==> src/rtl/fu_load_store_pkg.sv <==
// fu_load_store_pkg: shared types and sizes for the load/store functional unit.
//   fu_op_t     : issued operation (LDUR / STUR)
//   ls_state_t  : access FSM state
//   ls_issue_t  : one issue-queue entry {op, addr, data, tag}
//   addr_misaligned() : true when an address is not 8-byte aligned
package fu_load_store_pkg;

  localparam int GPR_SIZE     = 64;
  localparam int ROB_IDX_SIZE = 4;

  typedef enum logic [0:0] {
    FU_OP_LDUR = 1'b0,
    FU_OP_STUR = 1'b1
  } fu_op_t;

  typedef enum logic [1:0] {
    IDLE = 2'd0,
    REQ  = 2'd1,
    RESP = 2'd2
  } ls_state_t;

  typedef struct packed {
    fu_op_t                  op;
    logic [GPR_SIZE-1:0]     addr;
    logic [GPR_SIZE-1:0]     data;
    logic [ROB_IDX_SIZE-1:0] tag;
  } ls_issue_t;

  localparam int ISSUE_W = $bits(ls_issue_t);

  function automatic logic addr_misaligned(input logic [GPR_SIZE-1:0] addr);
    return (addr[2:0] != 3'd0);
  endfunction

endpackage

==> src/rtl/fu_load_store_ls_fifo.sv <==
// fu_load_store_ls_fifo: circular FIFO used for both the issue queue and the
// result queue. A push while full is accepted only when a pop happens on the
// same edge (the popped slot is reused).
//   in_clk, in_rst : clock, asynchronous active-high reset
//   in_push/in_data: write strobe and data
//   in_pop         : read strobe (ignored when empty)
//   out_data       : head entry
//   out_count      : number of stored entries
module fu_load_store_ls_fifo #(
  parameter int WIDTH = 8,
  parameter int DEPTH = 4
) (
  input  logic                       in_clk,
  input  logic                       in_rst,
  input  logic                       in_push,
  input  logic [WIDTH-1:0]           in_data,
  input  logic                       in_pop,
  output logic [WIDTH-1:0]           out_data,
  output logic [$clog2(DEPTH+1)-1:0] out_count
);

  localparam int PTR_W = (DEPTH > 1) ? $clog2(DEPTH) : 1;
  localparam int CNT_W = $clog2(DEPTH + 1);

  logic [WIDTH-1:0] mem_r [DEPTH];
  logic [PTR_W-1:0] wr_ptr_r, rd_ptr_r;
  logic [CNT_W-1:0] count_r;
  logic             empty_s, full_s, pop_ok_s, push_ok_s;

  // Pointers wrap explicitly so non-power-of-two depths also work.
  function automatic logic [PTR_W-1:0] next_ptr(input logic [PTR_W-1:0] ptr);
    if (ptr == PTR_W'(DEPTH - 1)) begin
      return '0;
    end else begin
      return ptr + PTR_W'(1);
    end
  endfunction

  assign empty_s   = (count_r == '0);
  assign full_s    = (count_r == CNT_W'(DEPTH));
  assign pop_ok_s  = in_pop && !empty_s;
  assign push_ok_s = in_push && (!full_s || pop_ok_s);
  assign out_data  = mem_r[rd_ptr_r];
  assign out_count = count_r;

  // Storage array and pointers.
  always_ff @(posedge in_clk or posedge in_rst) begin
    if (in_rst) begin
      for (int i = 0; i < DEPTH; i++) begin
        mem_r[i] <= '0;
      end
      wr_ptr_r <= '0;
      rd_ptr_r <= '0;
    end else begin
      if (push_ok_s) begin
        mem_r[wr_ptr_r] <= in_data;
        wr_ptr_r        <= next_ptr(wr_ptr_r);
      end
      if (pop_ok_s) begin
        rd_ptr_r <= next_ptr(rd_ptr_r);
      end
    end
  end

  // Occupancy counter.
  always_ff @(posedge in_clk or posedge in_rst) begin
    if (in_rst) begin
      count_r <= '0;
    end else begin
      case ({push_ok_s, pop_ok_s})
        2'b10:   count_r <= count_r + CNT_W'(1);
        2'b01:   count_r <= count_r - CNT_W'(1);
        default: count_r <= count_r;
      endcase
    end
  end

endmodule

==> src/rtl/fu_load_store.sv <==
// fu_load_store: load/store functional unit. Issued LDUR/STUR operations are
// queued, performed one at a time over a req/ack memory port and returned in
// issue order through a result FIFO.
//   in_clk, in_rst       : clock, asynchronous active-high reset
//   in_rs_*              : issue interface (start strobe, op, addr, store data, tag)
//   out_fu_ready         : registered "may issue"
//   out_mem_* / in_mem_* : memory request/ack port
//   out_rob_* / in_rob_accept : result handshake towards the ROB
//   out_overflow         : sticky, set when a start hits a full issue queue
// Optional macro FU_LS_ALIGN_CHECK_EN: misaligned addresses fault without a
// memory request; when undefined out_rob_fault is tied to 0.
module fu_load_store
  import fu_load_store_pkg::*;
#(
  parameter int ISSUE_DEPTH  = 4,
  parameter int READY_SLACK  = 2,
  parameter int RESULT_DEPTH = 2
) (
  input  logic                    in_clk,
  input  logic                    in_rst,
  input  logic                    in_rs_start,
  input  fu_op_t                  in_rs_op,
  input  logic [GPR_SIZE-1:0]     in_rs_val_a,
  input  logic [GPR_SIZE-1:0]     in_rs_val_b,
  input  logic [ROB_IDX_SIZE-1:0] in_rs_dst_rob_index,
  output logic                    out_fu_ready,
  output logic                    out_mem_req,
  output logic                    out_mem_we,
  output logic [GPR_SIZE-1:0]     out_mem_addr,
  output logic [GPR_SIZE-1:0]     out_mem_wdata,
  input  logic                    in_mem_ack,
  input  logic [GPR_SIZE-1:0]     in_mem_rdata,
  output logic                    out_rob_done,
  output logic [GPR_SIZE-1:0]     out_rob_value,
  output logic [ROB_IDX_SIZE-1:0] out_rob_dst_rob_index,
  output logic                    out_rob_fault,
  input  logic                    in_rob_accept,
  output logic                    out_overflow
);

  localparam int IQ_CW  = $clog2(ISSUE_DEPTH + 1);
  localparam int RES_CW = $clog2(RESULT_DEPTH + 1);
`ifdef FU_LS_ALIGN_CHECK_EN
  localparam int RES_W  = 1 + GPR_SIZE + ROB_IDX_SIZE;
`else
  localparam int RES_W  = GPR_SIZE + ROB_IDX_SIZE;
`endif

  ls_state_t               state_r, state_next_s;
  ls_issue_t               iq_push_s, iq_head_s;
  logic [ISSUE_W-1:0]      iq_head_bits_s;
  logic [IQ_CW-1:0]        iq_count_s, iq_count_next_s;
  logic                    iq_empty_s, iq_full_s, iq_pop_s, iq_push_ok_s;
  logic [RES_W-1:0]        res_push_data_s, res_head_s;
  logic [RES_CW-1:0]       res_count_s;
  logic                    res_empty_s, res_full_s, res_push_s, res_pop_s, res_push_ok_s;
  logic                    fu_ready_r, overflow_r, mem_req_r, req_we_r;
  logic [GPR_SIZE-1:0]     req_addr_r, req_wdata_r, res_value_r, push_value_s;
  logic [ROB_IDX_SIZE-1:0] req_tag_r, res_tag_r, push_tag_s;
  logic                    pend_r, pend_next_s, load_req_s, res_load_s;
`ifdef FU_LS_ALIGN_CHECK_EN
  logic                    res_fault_r, push_fault_s;
`endif

  assign iq_push_s = '{op: in_rs_op, addr: in_rs_val_a, data: in_rs_val_b,
                       tag: in_rs_dst_rob_index};
  assign iq_head_s = ls_issue_t'(iq_head_bits_s);

  fu_load_store_ls_fifo #(.WIDTH(ISSUE_W), .DEPTH(ISSUE_DEPTH)) u_issue_q (
    .in_clk   (in_clk),
    .in_rst   (in_rst),
    .in_push  (in_rs_start),
    .in_data  (iq_push_s),
    .in_pop   (iq_pop_s),
    .out_data (iq_head_bits_s),
    .out_count(iq_count_s)
  );

  fu_load_store_ls_fifo #(.WIDTH(RES_W), .DEPTH(RESULT_DEPTH)) u_result_q (
    .in_clk   (in_clk),
    .in_rst   (in_rst),
    .in_push  (res_push_s),
    .in_data  (res_push_data_s),
    .in_pop   (res_pop_s),
    .out_data (res_head_s),
    .out_count(res_count_s)
  );

  assign iq_empty_s    = (iq_count_s == '0);
  assign iq_full_s     = (iq_count_s == IQ_CW'(ISSUE_DEPTH));
  assign iq_push_ok_s  = in_rs_start && (!iq_full_s || iq_pop_s);
  assign res_empty_s   = (res_count_s == '0);
  assign res_full_s    = (res_count_s == RES_CW'(RESULT_DEPTH));
  assign res_pop_s     = !res_empty_s && in_rob_accept;
  assign res_push_ok_s = !res_full_s || res_pop_s;

`ifdef FU_LS_ALIGN_CHECK_EN
  assign res_push_data_s = {push_fault_s, push_value_s, push_tag_s};
  assign {out_rob_fault, out_rob_value, out_rob_dst_rob_index} = res_head_s;
`else
  assign res_push_data_s = {push_value_s, push_tag_s};
  assign {out_rob_value, out_rob_dst_rob_index} = res_head_s;
  assign out_rob_fault   = 1'b0;
`endif

  assign out_rob_done  = !res_empty_s;
  assign out_fu_ready  = fu_ready_r;
  assign out_overflow  = overflow_r;
  assign out_mem_req   = mem_req_r;
  assign out_mem_we    = req_we_r;
  assign out_mem_addr  = req_addr_r;
  assign out_mem_wdata = req_wdata_r;

  // Issue-queue occupancy after the coming edge, used for the ready register.
  always_comb begin
    iq_count_next_s = iq_count_s;
    if (iq_push_ok_s && !iq_pop_s) begin
      iq_count_next_s = iq_count_s + IQ_CW'(1);
    end else if (!iq_push_ok_s && iq_pop_s) begin
      iq_count_next_s = iq_count_s - IQ_CW'(1);
    end else begin
      iq_count_next_s = iq_count_s;
    end
  end

  // Access FSM next state. The ack edge pushes straight into the result FIFO
  // when it has room; otherwise the result waits in RESP (pend_r) and retries.
  always_comb begin
    state_next_s = state_r;
    iq_pop_s     = 1'b0;
    load_req_s   = 1'b0;
    res_load_s   = 1'b0;
    res_push_s   = 1'b0;
    pend_next_s  = pend_r;
    push_value_s = res_value_r;
    push_tag_s   = res_tag_r;
`ifdef FU_LS_ALIGN_CHECK_EN
    push_fault_s = res_fault_r;
`endif
    case (state_r)
      IDLE: begin
        if (!iq_empty_s) begin
          iq_pop_s   = 1'b1;
          load_req_s = 1'b1;
`ifdef FU_LS_ALIGN_CHECK_EN
          if (addr_misaligned(iq_head_s.addr)) begin
            res_load_s   = 1'b1;
            push_value_s = '0;
            push_tag_s   = iq_head_s.tag;
            push_fault_s = 1'b1;
            pend_next_s  = 1'b1;
            state_next_s = RESP;
          end else begin
            state_next_s = REQ;
          end
`else
          state_next_s = REQ;
`endif
        end else begin
          state_next_s = IDLE;
        end
      end
      REQ: begin
        if (in_mem_ack) begin
          res_load_s   = 1'b1;
          res_push_s   = 1'b1;
          push_value_s = req_we_r ? '0 : in_mem_rdata;
          push_tag_s   = req_tag_r;
`ifdef FU_LS_ALIGN_CHECK_EN
          push_fault_s = 1'b0;
`endif
          pend_next_s  = !res_push_ok_s;
          state_next_s = RESP;
        end else begin
          state_next_s = REQ;
        end
      end
      RESP: begin
        if (pend_r) begin
          res_push_s = 1'b1;
          if (res_push_ok_s) begin
            pend_next_s  = 1'b0;
            state_next_s = IDLE;
          end else begin
            state_next_s = RESP;
          end
        end else begin
          state_next_s = IDLE;
        end
      end
      default: begin
        pend_next_s  = 1'b0;
        state_next_s = IDLE;
      end
    endcase
  end

  // FSM state, request strobe, ready and overflow flags.
  always_ff @(posedge in_clk or posedge in_rst) begin
    if (in_rst) begin
      state_r    <= IDLE;
      mem_req_r  <= 1'b0;
      pend_r     <= 1'b0;
      fu_ready_r <= 1'b0;
      overflow_r <= 1'b0;
    end else begin
      state_r    <= state_next_s;
      mem_req_r  <= (state_next_s == REQ);
      pend_r     <= pend_next_s;
      fu_ready_r <= ((IQ_CW'(ISSUE_DEPTH) - iq_count_next_s) > IQ_CW'(READY_SLACK));
      if (in_rs_start && !iq_push_ok_s) begin
        overflow_r <= 1'b1;
      end
    end
  end

  // Request registers (held stable for the whole REQ phase) and captured result.
  always_ff @(posedge in_clk or posedge in_rst) begin
    if (in_rst) begin
      req_we_r    <= 1'b0;
      req_addr_r  <= '0;
      req_wdata_r <= '0;
      req_tag_r   <= '0;
      res_value_r <= '0;
      res_tag_r   <= '0;
`ifdef FU_LS_ALIGN_CHECK_EN
      res_fault_r <= 1'b0;
`endif
    end else begin
      if (load_req_s) begin
        req_we_r    <= (iq_head_s.op == FU_OP_STUR);
        req_addr_r  <= iq_head_s.addr;
        req_wdata_r <= iq_head_s.data;
        req_tag_r   <= iq_head_s.tag;
      end
      if (res_load_s) begin
        res_value_r <= push_value_s;
        res_tag_r   <= push_tag_s;
`ifdef FU_LS_ALIGN_CHECK_EN
        res_fault_r <= push_fault_s;
`endif
      end
    end
  end

endmodule

==> config.mk <==
export PLATFORM = sky130hd
export DESIGN_NAME = fu_load_store
export DESIGN_NICKNAME = d
export VERILOG_FILES = /design/src/rtl/fu_load_store_pkg.sv /design/src/rtl/fu_load_store_ls_fifo.sv /design/src/rtl/fu_load_store.sv
export SDC_FILE = /design/constraint.sdc
export NUM_CORES = 2
export LEC_CHECK = 0
export CAP_MARGIN = 10
export CORE_MARGIN = 2
export CORE_UTILIZATION = 40
export CTS_BUF_LIST = sky130_fd_sc_hd__clkbuf_16
export DETAILED_ROUTE_END_ITERATION = 8
export PLACE_DENSITY = 0.64
export SYNTH_ARGS = -nofsm -noshare
export SYNTH_HDL_FRONTEND = slang
export SYNTH_SLANG_ARGS = --single-unit
==> constraint.sdc <==
create_clock -name in_clk -period 56.3 [get_ports in_clk]
set_input_delay 14.075 -clock in_clk [delete_from_list [all_inputs] [get_ports in_clk]]
set_output_delay 14.075 -clock in_clk [all_outputs]
set_load 0.005 [all_outputs]
==> results.tsv <==
stage	metric	value	unit
final_layout	layout cells sized above 1	35.4	%
placement	Post-DP HPWL	56.6	mm
drt	WL met3	6.18	mm
global_routing	largest net degree at the start of global routing	192	
global_routing	grt ovf	0	
pwr	Gate power share	40.4	%
drt	Metal-1 WL	39.5	mm
worst_setup_path	CP endpoint kind	async pin	
synth	syn_nets	2699	
timing	setup violators final	0	
worst_setup_path	crit-path cells	clkdlybuf4s50_1 > inv_8 > buf_12 > buf_4 > buf_4	
global_routing	initial antenna violation count	26	
drt	post-route ant nets	0	
synth	Mapped Cells	2481	
synth	Synth async-reset ratio	100	%
worst_setup_path	Worst Path Arrival	18.10	ns
worst_setup_path	startpoint types	primary input	
synth	Synth Register Bits	886	
drt	DR top layer	met5	
drt	Wirelength per Cell	21.9	microns
drt	vias per cell	5.17	
synth	Post-synth top flop	dfrtp_1	
final_layout	utilization after layout	48.2	%
floorplanning	# IOs	404	
timing	minimum clock period	17.47	ns
worst_setup_path	slowest stage delay, CP	0.84	ns
clock_tree	clock sink count	886	
clock_tree	TritonCTS buffer count	98	
timing	Max Clock Skew	0.0274	ns
final_layout	# fillers	8157	
drt	Iter 0 DRT Violations	1110	
synth	number of flops mapped to enable cells by yosys	0	
floorplanning	Starting Density	40.2	%
final_layout	post-route cell area	46400	sq um
placement	routability cong.	0.762	
pwr	register share of total power	38.8	%
synth	top post-synthesis cells by count	886 x dfrtp_1, 453 x mux2_2, 280 x mux2_4, 145 x nand2_1, 137 x o21ai_0	
clock_tree	Post-CTS Setup Bufs	0	
placement	pre-CTS WS	38.08	ns
pwr	NetSw	0.000890	W
pwr	Int Power	0.00203	W
worst_setup_path	R2R Path Start	u_issue_q.out_count[0]	
worst_setup_path	Critical path buffers and inverters	5	
synth	post-synth top area cell	dfrtp_1	
job	Max Cap Violations	0	
synth	main area contributors after synthesis	dfrtp_1 57%, mux2_2 13%, mux2_4 11%, mux4_2 7.7%, o21ai_0 1.8%	
floorplanning	DIE AREA	99300	sq um
clock_tree	CTS H-tree depth	3	
final_layout	area occupied by multi-input gates	15000	sq um
drt	DR vias	21779	
final_layout	Area Overhead vs Synth	19.9	%
worst_hold_path	Hold Path Class	reg2reg	
worst_setup_path	launch point of the critical path	in_rst	
clock_tree	Longest Clk Path Bufs	3	
clock_tree	post_cts resized	0	
placement	Post-Place Cell Area	43400	sq um
timing	Setup TNS Final	0	ns
synth	Synth Warn #	0	
worst_setup_path	WS Path Type	in2async	
global_routing	gr usage total	18.7	%
pwr	Sw Share	30.5	%
global_routing	first-pass GRT wire length	144	mm
floorplanning	std cell rows	114	
pwr	Pwr Density	62.8	nW/um^2
synth	top cell type's share of synthesized area	57.3	%
worst_setup_path	Crit Path Max Fanout	191	
clock_tree	Root Driver	clkbuf_16	
timing	achievable frequency	57.2	MHz
placement	IO Port Bufs	402	
timing	Slew @ Worst Pin	1.22	ns
pwr	Pleak	20.7	nW
clock_tree	CTS clk-pin slew, worst paths	0.06	ns
timing	Tcrit/Tclk final	31.0	%
pwr	Max IR drop VDD	0.0286	mV
floorplanning	chip height	315	microns
floorplanning	Die X	315	microns
synth	sequential area share after synthesis	57.3	%
worst_setup_path	CP max-delay cell	buf_4	
outcome	run status	finished, final reports clean	
worst_setup_path	CP top delay family	buffers and inverters	
clock_tree	worst-skew pair later-pin latency	0.66	ns
drt	Pre-antenna DRT Iters	5	
synth	Cell variety after synth	49	
timing	Setup WS post-layout	38.83	ns
final_layout	Reg area	22200	sq um
drt	total wire length	92.3	mm
synth	most common cell in the netlist	dfrtp_1	
worst_setup_path	CP required	56.93	ns
pwr	Clk pwr share	20.7	%
timing	final hold vios	0	
clock_tree	CTS tree	built	
final_layout	fin nets	3066	
drt	met2 WL	44.1	mm
worst_setup_path	FF-to-FF setup slack	52.37	ns
worst_hold_path	hold_sp	u_result_q.mem_r[0]	
timing	max_slew headroom	18.9	%
timing	final count of pins violating max slew	0	
synth	syn_area_per_cell	15.6	sq um
clock_tree	hold-fix buffers at CTS	0	
global_routing	vias in the first global route	24146	
worst_setup_path	most frequent cell on the critical path	buf_4	
drt	# DRC	0	
floorplanning	Core Box Area	96300	sq um
timing	RSZ-0062 raised after global routing	no	
pwr	Final Power	0.00292	W
synth	Syn Std Cell Area	38700	sq um
[final timing paths]
check / to / depth (start not counted)
min in group asynchronous: u_issue_q.mem_r[307] / 2
min reg2reg: u_result_q.mem_r[0] / 2
max: out_mem_addr[9] / 5
min: u_result_q.mem_r[0] / 2
max reg2reg: u_issue_q.mem_r[486] / 7
max in group in_clk: out_rob_dst_rob_index[0] / 3
[layout make-up]
cell class	count	share of cell area [%]
Timing Repair Buffer	429	9.13
Sequential cell	886	47.8
Clock buffer	101	5.45
Antenna cell	7	0.0377
Tap cell	1276	3.44
Clock inverter	78	1.06
Multi-Input combinational cell	1353	32.4
Inverter	80	0.674
[power by group through the flow]
| stage | Clock, W | Sequential [W] | Combinational, W |
|---|---|---|---|
| floorplan | 0 | 0.00109 | 0.000863 |
| global placement | 0 | 0.00111 | 0.00116 |
| detailed placement | 0 | 0.00114 | 0.00120 |
| CTS | 0.000621 | 0.00113 | 0.00120 |
| global route | 0.000650 | 0.00117 | 0.00127 |
| finish | 0.000605 | 0.00113 | 0.00118 |
[metal layers]
metal | track usage (%) | vias to the layer above
met1 | 23.9 | 11488
met3 | 5.60 | 178
met5 | 0 | -
met2 | 30.4 | 456
met4 | 6.03 | 34
li1 | - | 9623
[metrics by stage]
stage / hold WS, ns / instances
after detailed placement: 0.465 / 4024
final: 0.473 / 4210
after global placement: 0.457 / 4024
after global routing: 0.503 / 4209
after CTS: 0.479 / 4203
after floorplan: 0.444 / 2481
[tightest hold or removal path, delay by kind of cell, from the launching register on]
kind	cells	cell delay [ns]
DFF	1	0.34
AOI/OAI and AO/OA	1	0.06
and+or+nand+nor	1	0.04
[flip-flops by register name (all words and copies together) (netlist names), 3 cells and up]
signal	flops
u_result_q.mem_r	136
out_mem_addr	64
out_mem_wdata	64
res_tag_r	4
u_issue_q.out_count	3
req_tag_r	4
u_issue_q.mem_r	532
res_value_r	64
[kinds of logic (layout without fill, tap and decap cells)]
family	count (synthesis)	count (layout)	synth area share, %
other cells	1	8	0.00969
buf+inv	242	688	4.00
simple gates	235	235	3.14
fa+ha+maj	16	16	0.517
xor+xnor	8	8	0.181
compound gates	222	222	2.99
mux	871	871	31.9
flops	886	886	57.3
[cells in the final DEF, fill, tap and decap left out, types with 6 or more instances in the layout]
| master | instances |
|---|---|
| a21oi_1 | 69 |
| clkbuf_16 | 101 |
| mux2_2 | 453 |
| inv_1 | 106 |
| o21ai_0 | 137 |
| nand2_1 | 144 |
| buf_4 | 26 |
| mux4_2 | 133 |
| nor3b_1 | 65 |
| diode_2 | 7 |
| mux2_4 | 280 |
| clkinv_2 | 14 |
| ha_1 | 16 |
| xnor2_1 | 6 |
| clkinvlp_4 | 6 |
| clkdlybuf4s50_1 | 402 |
| clkinv_1 | 20 |
| dfrtp_1 | 882 |
(Power assumes the default switching activity.)
